**config.mk**
```make
export PLATFORM = sky130hd
export DESIGN_NAME = fetch_unit_flat
export DESIGN_NICKNAME = d
export VERILOG_FILES = /design/src/rtl/fetch_unit_if.sv /design/src/rtl/fetch_unit.sv /design/src/flat_wrapper.sv
export SDC_FILE = /design/constraint.sdc
export NUM_CORES = 1
export LEC_CHECK = 0
export ABC_AREA = 1
export CORE_ASPECT_RATIO = 1.25
export CORE_UTILIZATION = 54
export DETAILED_ROUTE_END_ITERATION = 10
export PLACE_DENSITY = 0.88
export SLEW_MARGIN = 20
export SYNTH_ARGS = -nofsm -noshare
export SYNTH_HDL_FRONTEND = slang
export SYNTH_SLANG_ARGS = --single-unit
```
**constraint.sdc**
```tcl
create_clock -name Clk -period 5.85 [get_ports Clk]
set_clock_uncertainty 0.15 [all_clocks]
set_input_delay 0.8775 -clock Clk [delete_from_list [all_inputs] [get_ports Clk]]
set_output_delay 0.8775 -clock Clk [all_outputs]
set_load 0.03 [all_outputs]
```
**src/rtl/fetch_unit_if.sv**
```systemverilog
// Bundle of the fetch stage's memory handshake and datapath/decoder signals.
// The master side is the fetch unit itself. The slave side is the environment,
// meaning instruction memory plus the decoder/datapath.
interface fetch_unit_if;
    logic        ImemReq;
    logic [31:0] ImemAddr;
    logic [31:0] ImemData;
    logic        ImemAck;
    logic [31:0] Instr;
    logic [5:0]  Op;
    logic        InstrValid;
    logic        Retire;
    logic        Branch;
    logic        Zero;
    logic        Jump;
    logic [31:0] PC;
    logic [31:0] PCPlus4;
    logic        FetchErr;

    modport master (
        output ImemReq, ImemAddr, Instr, Op, InstrValid, PC, PCPlus4, FetchErr,
        input  ImemData, ImemAck, Retire, Branch, Zero, Jump
    );

    modport slave (
        input  ImemReq, ImemAddr, Instr, Op, InstrValid, PC, PCPlus4, FetchErr,
        output ImemData, ImemAck, Retire, Branch, Zero, Jump
    );
endinterface

```
**src/rtl/fetch_unit.sv**
```systemverilog
// Instruction-fetch stage. It holds the PC, reads one word per instruction over
// a req/ack handshake, and presents the word to the decoder until retire. It then
// steps the PC to the sequential, beq or jump target.
// A memory that never acks parks the unit in a sticky error state.
module fetch_unit #(
    parameter logic [31:0] RESET_PC = 32'h0000_0000,
    parameter int unsigned TIMEOUT  = 16
) (
    input  logic         Clk,
    input  logic         Reset,
    fetch_unit_if.master bus
);
    typedef enum logic [1:0] {
        FETCH = 2'd0,
        ISSUE = 2'd1,
        ERROR = 2'd2
    } state_t;

    localparam logic [7:0] LAST_WAIT = 8'(TIMEOUT - 1);

    state_t      state;
    logic [31:0] pc;
    logic [31:0] instr;
    logic [7:0]  wait_cnt;
    logic        instr_valid;
    logic        fetch_err;
    logic [31:0] pc_plus4;
    logic [31:0] branch_off;
    logic [31:0] next_pc;

    assign pc_plus4   = pc + 32'd4;
    assign branch_off = {{14{instr[15]}}, instr[15:0], 2'b00};

    // Next-PC selection for the retire cycle: jump beats a taken branch, which beats sequential.
    always_comb begin
        // NOTE: assign the default first so every path drives next_pc and no latch is inferred.
        next_pc = pc_plus4;
        if (bus.Jump) begin
            next_pc = {pc_plus4[31:28], instr[25:0], 2'b00};
        end else if (bus.Branch && bus.Zero) begin
            next_pc = pc_plus4 + branch_off;
        end
    end

    // Fetch FSM with its registered PC, instruction word, valid flag and sticky error.
    always_ff @(posedge Clk) begin
        // NOTE: state registers use non-blocking assignments so every register samples pre-edge values.
        if (Reset) begin
            state       <= FETCH;
            pc          <= RESET_PC;
            instr       <= '0;
            instr_valid <= 1'b0;
            fetch_err   <= 1'b0;
            wait_cnt    <= '0;
        end else begin
            case (state)
                FETCH: begin
                    // An ack arriving on the last allowed wait cycle still counts.
                    if (bus.ImemAck) begin
                        instr       <= bus.ImemData;
                        wait_cnt    <= '0;
                        instr_valid <= 1'b1;
                        state       <= ISSUE;
                    end else if (wait_cnt == LAST_WAIT) begin
                        fetch_err   <= 1'b1;
                        state       <= ERROR;
                    end else begin
                        wait_cnt    <= wait_cnt + 8'd1;
                    end
                end
                ISSUE: begin
                    if (bus.Retire) begin
                        pc          <= next_pc;
                        instr_valid <= 1'b0;
                        state       <= FETCH;
                    end
                end
                ERROR: begin
                    // Only Reset leaves this state.
                    state <= ERROR;
                end
                default: begin
                    state <= FETCH;
                end
            endcase
        end
    end

    // Reset must kill the request in the same cycle, so ImemReq is gated combinationally.
    assign bus.ImemReq    = (state == FETCH) && !Reset;
    assign bus.ImemAddr   = pc;
    assign bus.Instr      = instr;
    assign bus.Op         = instr[31:26];
    assign bus.InstrValid = instr_valid;
    assign bus.PC         = pc;
    assign bus.PCPlus4    = pc_plus4;
    assign bus.FetchErr   = fetch_err;
endmodule

```
**src/flat_wrapper.sv**
```systemverilog
// flat-port wrapper written by rule: the top's interface ports become plain ports
module fetch_unit_flat 
#(
    parameter logic [31:0] RESET_PC = 32'h0000_0000,
    parameter int unsigned TIMEOUT  = 16
)
  (Clk, Reset, bus_ImemReq, bus_ImemAddr, bus_Instr, bus_Op, bus_InstrValid, bus_PC, bus_PCPlus4, bus_FetchErr, bus_ImemData, bus_ImemAck, bus_Retire, bus_Branch, bus_Zero, bus_Jump);
  fetch_unit_if bus_i ();
  input  logic Clk;
  input  logic Reset;
  output wire logic [$bits(bus_i.ImemReq)-1:0] bus_ImemReq;
  output wire logic [$bits(bus_i.ImemAddr)-1:0] bus_ImemAddr;
  output wire logic [$bits(bus_i.Instr)-1:0] bus_Instr;
  output wire logic [$bits(bus_i.Op)-1:0] bus_Op;
  output wire logic [$bits(bus_i.InstrValid)-1:0] bus_InstrValid;
  output wire logic [$bits(bus_i.PC)-1:0] bus_PC;
  output wire logic [$bits(bus_i.PCPlus4)-1:0] bus_PCPlus4;
  output wire logic [$bits(bus_i.FetchErr)-1:0] bus_FetchErr;
  input wire logic [$bits(bus_i.ImemData)-1:0] bus_ImemData;
  input wire logic [$bits(bus_i.ImemAck)-1:0] bus_ImemAck;
  input wire logic [$bits(bus_i.Retire)-1:0] bus_Retire;
  input wire logic [$bits(bus_i.Branch)-1:0] bus_Branch;
  input wire logic [$bits(bus_i.Zero)-1:0] bus_Zero;
  input wire logic [$bits(bus_i.Jump)-1:0] bus_Jump;
  assign bus_ImemReq = bus_i.ImemReq;
  assign bus_ImemAddr = bus_i.ImemAddr;
  assign bus_Instr = bus_i.Instr;
  assign bus_Op = bus_i.Op;
  assign bus_InstrValid = bus_i.InstrValid;
  assign bus_PC = bus_i.PC;
  assign bus_PCPlus4 = bus_i.PCPlus4;
  assign bus_FetchErr = bus_i.FetchErr;
  assign bus_i.ImemData = bus_ImemData;
  assign bus_i.ImemAck = bus_ImemAck;
  assign bus_i.Retire = bus_Retire;
  assign bus_i.Branch = bus_Branch;
  assign bus_i.Zero = bus_Zero;
  assign bus_i.Jump = bus_Jump;
  fetch_unit #(.RESET_PC(RESET_PC), .TIMEOUT(TIMEOUT)) u_core (.Clk(Clk), .Reset(Reset), .bus(bus_i));
endmodule
```
==> impl_metrics.csv, run 1 <==
group,metric,value,unit
outcome,run_status,"finished clean",
clocking,post_cts_buffers,0,
global_route,grt_pass1_vias,7200,
clocking,cts-resized-gates,0,
finish,fin_cells,1394,
synth,yosysWarnings,0,
clocking,cts.sinks,74,
global_route,grt_max_degree,40,
worst_setup_path,crit_type,"reg2out",
placement,io_buffers,169,
pwr,powerDensity,200,nW/um2
finish,antennaDiodeCount,0,
global_route,use_met1,45.3,%
synth,synth_edf_count,0,
synth,syn_area_per_cell,5.92,um2
detailed_routing,vias,7654,
clocking,clk_latency,0.34,ns
clocking,clockRootBuffer,"clkbuf_16",
die,start_util,55.9,%
global_route,grt-busiest-layer,"met2",
finish,layout-area-overhead-vs-synth,27.9,%
min_path,worstHoldPathCells,2,
clocking,clk_path_buf_depth,2,
synth,syn_inst,1108,
detailed_routing,drt_iter0_drc,572,
worst_setup_path,r2r-end,"u_core.bus.ImemAddr[18]",
die,die-area,12600,um2
timing,hold_ws,0.320,ns
finish,drive_above_1_share,5.35,%
placement,placed_area,8090,um2
global_route,antenna_found_initial,0,
finish,post-route-util,71.6,%
worst_setup_path,cp.required,4.82,ns
pwr,irDropWorstVdd,0.000219,V
min_path,hp-class,"reg2reg",
global_route,met2_usage,63.0,%
global_route,grt_usage,38.5,%
clocking,h-tree-depth,3,
timing,relSlewSlack,34.6,%
placement,place_congestion,1.06,
worst_setup_path,reg2reg_from,"u_core.bus.ImemAddr[2]",
detailed_routing,viasPerCell,5.49,
synth,ys_ff_latch,74,
detailed_routing,detail-route-antenna-nets,0,
timing,timing.final.crit_period,3.96,ns
die,die-height,125,um
finish,fin_area,8390,um2
synth,synth_ff_type,"dfxtp_1",
min_path,hold_start,"u_core.bus.InstrValid",
clocking,clkTransAtPathRegs,0.07,ns
synth,synth-async-reset-ratio,0,%
synth,yosysTopAreaCell,"dfxtp_1",
detailed_routing,drt_pass1_iterations,5,
timing,finalHoldViolations,0,
detailed_routing,drc,0,
synth,ys_seq_area_share,22.6,%
worst_setup_path,critical_path.max_fanout,6,
timing,setup-violations-final,0,
timing,tightest_slew,0.979,ns
run,drv_cap,0,
global_route,grt_pass1_wl,37400,um
placement,place_ws,2.21,ns
die,rows,44,
pwr,power.leakage,3.86,nW
worst_setup_path,worstSetupStartpointType,"register",
finish,layout.nets,1305,
worst_setup_path,endpoint_kind,"output pin",
timing,slew_violations,0,
global_route,grt_use_met3,7.66,%
timing,rsz0062_at_grt,"false",
clocking,cts_tree,"built",
die,core_area,11700,um2
worst_setup_path,ff2ff_path_depth,19,
worst_setup_path,reg2reg_setup_slack,2.03,ns
timing,fin_crit_sh,67.6,%
global_route,grt_overflow,0,
detailed_routing,wire_per_inst,17.3,um
clocking,cts_made_buffers,9,
detailed_routing,wirelength,24100,um
worst_setup_path,crit_arrival,2.93,ns
pwr,p_total,1.68,mW
placement,dp.cells,1378,
synth,synthDominantCellAreaShare,22.6,%
die,die_w,101,um
timing,fmax,0.253,GHz
synth,synthTopCellsByArea,"dfxtp_1 (23%), nand2_1 (18%), nor2_1 (8.6%), inv_1 (8.2%), ha_1 (7.1%)",
die,ios,176,
timing,tns,0,ns
synth,ys_types,43,
placement,hpwl,18900,um
clocking,cts_hold_buf,0,
min_path,min_to,"u_core.bus.InstrValid",
timing,worst_slack,1.89,ns
synth,netlist_area,6560,um2
worst max path at each step:
stage | startpoint | end | slack, ns | cells past startpoint
2_1_floorplan | u_core.bus.ImemAddr[2] | u_core.bus.ImemAddr[29] | 2.25 | 18
3_3_place_gp | u_core.bus.ImemAddr[2] | u_core.bus.ImemAddr[24] | 2.24 | 17
3_5_place_dp | u_core.bus.ImemAddr[2] | u_core.bus.ImemAddr[18] | 2.21 | 19
4_1_cts | u_core.bus.ImemAddr[2] | bus_PCPlus4[16] | 1.96 | 8
5_1_grt | u_core.bus.ImemAddr[2] | bus_PCPlus4[16] | 1.79 | 8
6_report | u_core.bus.ImemAddr[2] | bus_PCPlus4[16] | 1.89 | 8
registers in the layout (all words and copies together) (netlist names):
signal and cells:
u_core.bus.InstrValid 1, u_core.state 2, u_core.bus.ImemAddr 30, u_core.bus.Instr 32, u_core.wait_cnt 8, u_core.bus.FetchErr 1
cell type report:
type / instances / area (um2)
Clock inverter: 6 / 73.8
Inverter: 147 / 552
Clock buffer: 10 / 229
Timing Repair Buffer: 175 / 1740
Sequential cell: 74 / 1480
Fill cell: 1069 / 3330
Multi-Input combinational cell: 821 / 4120
Tap cell: 161 / 201
cell usage in the layout, fill, tap and decap left out, types with 9 or more instances in the layout:
| cell type | netlist | layout |
|---|---|---|
| nand2_1 | 316 | 316 |
| clkdlybuf4s50_1 | 0 | 169 |
| nor2_1 | 151 | 150 |
| inv_1 | 144 | 144 |
| a21oi_1 | 77 | 77 |
| dfxtp_1 | 74 | 74 |
| o21ai_0 | 67 | 67 |
| nand3_1 | 55 | 55 |
| ha_1 | 37 | 37 |
| xor2_1 | 15 | 15 |
| nor2_2 | 10 | 11 |
| nor3_1 | 9 | 9 |
| nand4_1 | 9 | 9 |
| clkbuf_16 | 0 | 9 |
synthesized netlist by cell type (8+ instances only):
cell and count:
clkbuf_1 24, xnor2_1 8, o21ai_0 67, nand3_1 55
buf_4 42, nor2_1 151, inv_1 144, a21oi_1 77
nand4_1 9, ha_1 37, nor3_1 9, xor2_1 15
or2_2 8, nand2_1 316, nor2_2 10, dfxtp_1 74
routing by layer:
layer / vias up / part of all wire (%)
met5: - / 0
met4: 0 / 6.2
met3: 96 / 7.8
met2: 391 / 47
met1: 3472 / 39
li1: 3695 / -
where the power goes:
group	switching (mW)	total, mW	internal, mW
Sequential	0.0520	0.590	0.538
Combinational	0.320	0.508	0.189
Clock	0.243	0.579	0.336
cell families after synthesis:
kind of cell | Yosys count | share of synthesized area [%]
AO/OA/AOI/OAI | 171 | 14.2
XOR/XNOR | 25 | 3.57
adder cells (fa/ha/maj) | 38 | 7.36
buffers and inverters | 218 | 15.0
flip-flops | 74 | 22.6
other | 1 | 0.0572
AND/OR/NAND/NOR | 581 | 37.3
worst max-delay path: stages, from the launching register on:
cell and delay [ns]:
dfxtp_1 0.46, ha_1 0.26, nand2_1 0.08, nor2_2 0.20, nand2_1 0.13, nor2_2 0.23, nand2_1 0.10, xnor2_1 0.36
clkdlybuf4s50_1 0.75
Note: power is estimated with default switching activity, not from simulation.
==> run 2, diff against run 1 <==
--- a/config.mk
+++ b/config.mk
@@ -7,9 +7,9 @@
 export LEC_CHECK = 0
 export ABC_AREA = 1
 export CORE_ASPECT_RATIO = 1.25
-export CORE_UTILIZATION = 54
+export CORE_UTILIZATION = 50
 export DETAILED_ROUTE_END_ITERATION = 10
-export PLACE_DENSITY = 0.88
+export PLACE_DENSITY = 0.82
 export SLEW_MARGIN = 20
 export SYNTH_ARGS = -nofsm -noshare
 export SYNTH_HDL_FRONTEND = slang
==> constraint.sdc (replaced) <==
create_clock -name Clk -period 3.95 [get_ports Clk]
set_clock_uncertainty 0.15 [all_clocks]
set_input_delay 0.5925 -clock Clk [delete_from_list [all_inputs] [get_ports Clk]]
set_output_delay 0.5925 -clock Clk [all_outputs]
set_load 0.03 [all_outputs]
==> run 2 against run 1 <==
Against the previous run:
- critical path depth did not move
- global-route usage shrank 3.8 points
- first-iteration DRC count rose by 1.4%
- clock-buffer cell count fell by 1
- utilization shrank 4.7 points
- register-to-register slack worse by 1.7 ns
- hold slack better by 0.0061 ns
- clock power increased by 69%
- critical endpoint unchanged
==> impl_metrics.csv, run 2 (synthesis results as in run 1) <==
group,metric,value,unit
detailed_routing,met2_length,11000,um
die,core_area,12700,um2
die,ios,176,
detailed_routing,routed.top_layer,"met4",
clocking,clockRootBuffer,"clkbuf_16",
worst_setup_path,critPathMostFrequentCell,"nand2_1",
die,die-area,13600,um2
timing,setup-violations-final,0,
timing,tns,0,ns
pwr,combPwrFrac,29.0,%
finish,final_common_cell,"nand2_1",
die,die-height,130,um
detailed_routing,detail-route-antenna-nets,0,
finish,n_fill_cell,1153,
pwr,power_frac_seq,33.4,%
clocking,clkTransAtPathRegs,0.06,ns
timing,slew_violations,0,
finish,layout-area-overhead-vs-synth,29.7,%
clocking,clk_latency,0.34,ns
detailed_routing,wire_per_inst,16.5,um
detailed_routing,dr_wl_met3,1960,um
min_path,hp-class,"reg2reg",
worst_setup_path,cp_slowest_cell,"clkdlybuf4s50_1",
placement,io_buffers,169,
detailed_routing,vias,7659,
pwr,powerDensity,306,nW/um2
timing,fin_crit_sh,92.4,%
die,start_util,51.6,%
detailed_routing,wirelength,23200,um
global_route,grt_pass1_vias,7105,
finish,fin_cells,1409,
pwr,irDropWorstVdd,0.000231,V
detailed_routing,drt_iter0_drc,580,
worst_setup_path,critPathMaxStageDelay,0.75,ns
clocking,cts_hold_buf,0,
detailed_routing,wl_met1,9180,um
worst_setup_path,worstSetupStartpointType,"register",
timing,fmax,0.274,GHz
clocking,cts.sinks,74,
timing,relSlewSlack,42.5,%
clocking,clk_path_buf_depth,2,
placement,hpwl,18100,um
global_route,antenna_found_initial,0,
finish,layout_common_cells,"nand2_1 (316), clkdlybuf4s50_1 (169), nor2_1 (150)",
finish,largest_reg_flops,32,
pwr,power_switching,0.902,mW
pwr,power.leakage,3.93,nW
global_route,grt_overflow,0,
finish,layout.nets,1313,
detailed_routing,viasPerCell,5.44,
worst_setup_path,crit_arrival,2.91,ns
worst_setup_path,critical_path.max_fanout,6,
global_route,grt_max_degree,42,
pwr,swShare,34.6,%
timing,tightest_slew,0.861,ns
die,rows,46,
clocking,h-tree-depth,3,
timing,rsz0062_at_grt,"false",
pwr,p_int,1.70,mW
outcome,run_status,"finished clean",
pwr,clkPwrFrac,37.6,%
worst_setup_path,endpoint_kind,"output pin",
placement,place_congestion,1.05,
detailed_routing,drc,0,
clocking,cts_tree,"built",
finish,drive_above_1_share,6.04,%
detailed_routing,drt_pass1_iterations,5,
run,drv_cap,0,
worst_setup_path,worstPathCellList,"ha_1 -> nand2_1 -> nor2_2 -> nand2_1 -> nor2_2 -> nand2_1 -> xnor2_1 -> clkdlybuf4s50_1",
worst_setup_path,cp.required,3.21,ns
timing,timing.final.crit_period,3.65,ns
clocking,cts_made_buffers,9,
global_route,grt_usage,34.6,%
timing,finalHoldViolations,0,
global_route,grt_pass1_wl,36700,um
placement,dp.cells,1393,
finish,antennaDiodeCount,0,
die,die_w,104,um
worst_setup_path,crit_type,"reg2out",
==> run 2: cell types whose count changed in the layout (fill, tap and decap cells not counted), sizes merged <==
cell	change
buf	+8
clkinvlp	-1
clkbuf	-1
bufinv	+2
==> run 2: routing by layer <==
| layer | track usage [%] | up-vias |
|---|---|---|
| met5 | 0 | - |
| met4 | 18.2 | 0 |
| met3 | 5.74 | 93 |
| met2 | 59.8 | 412 |
| met1 | 41.6 | 3434 |
| li1 | - | 3720 |
==> run 2: layout make-up <==
type	instances	area [um2]	area share, %
clock buffers	9	225	2.65
clock inverters	7	124	1.46
flip-flops and latches	74	1480	17.4
well taps	168	210	2.47
inverters	147	552	6.49
repair buffers	183	1800	21.1
multi-input cells	821	4120	48.4
==> run 2: power groups by stage <==
| stage | clock [mW] | sequential (mW) | combinational, mW |
|---|---|---|---|
| finish | 0.980 | 0.871 | 0.755 |
| CTS | 0.985 | 0.868 | 0.750 |
| global route | 1.01 | 0.877 | 0.814 |
| global placement | 0 | 0.882 | 0.736 |
| floorplan | 0 | 0.952 | 0.392 |
| detailed placement | 0 | 0.882 | 0.743 |
==> run 2: path summary, 6_finish.rpt <==
check	slack, ns	startpoint	cells past startpoint	endpoint
worst min register to register	0.33	u_core.bus.InstrValid	2	u_core.bus.InstrValid
worst min-delay path	0.33	u_core.bus.InstrValid	2	u_core.bus.InstrValid
worst max-delay path	0.30	u_core.bus.ImemAddr[2]	8	bus_PCPlus4[16]
worst max register to register	0.32	u_core.bus.ImemAddr[2]	22	u_core.bus.ImemAddr[31]
==> run 2: timing repair <==
item,in CTS,in global routing
hold endpoints to repair,0,0
endpoints found under the setup margin,0,1
resized for setup,0,1
buffers inserted,0,0
==> run 2: critical path: cells and delay by family, from the launching register on <==
| kind | cells | cell delay, ns |
|---|---|---|
| buffers and inverters | 1 | 0.75 |
| flip-flops | 1 | 0.46 |
| adder cells (fa/ha/maj) | 1 | 0.25 |
| XOR/XNOR | 1 | 0.34 |
| AND/OR/NAND/NOR | 5 | 0.74 |
==> run 2: through the flow <==
step                      area, um2  hold WS (ns)  util [%]  setup WS (ns)  power (mW)
final                          8510         0.326      66.9          0.300        2.61
after global routing           8510         0.345      66.9         0.0333        2.71
after CTS                      8510         0.328      66.9          0.312        2.60
after detailed placement       8160         0.319      64.1          0.420        1.63
after global placement         8160         0.302      64.1          0.423        1.62
after floorplan                6580         0.297         -          0.353        1.34
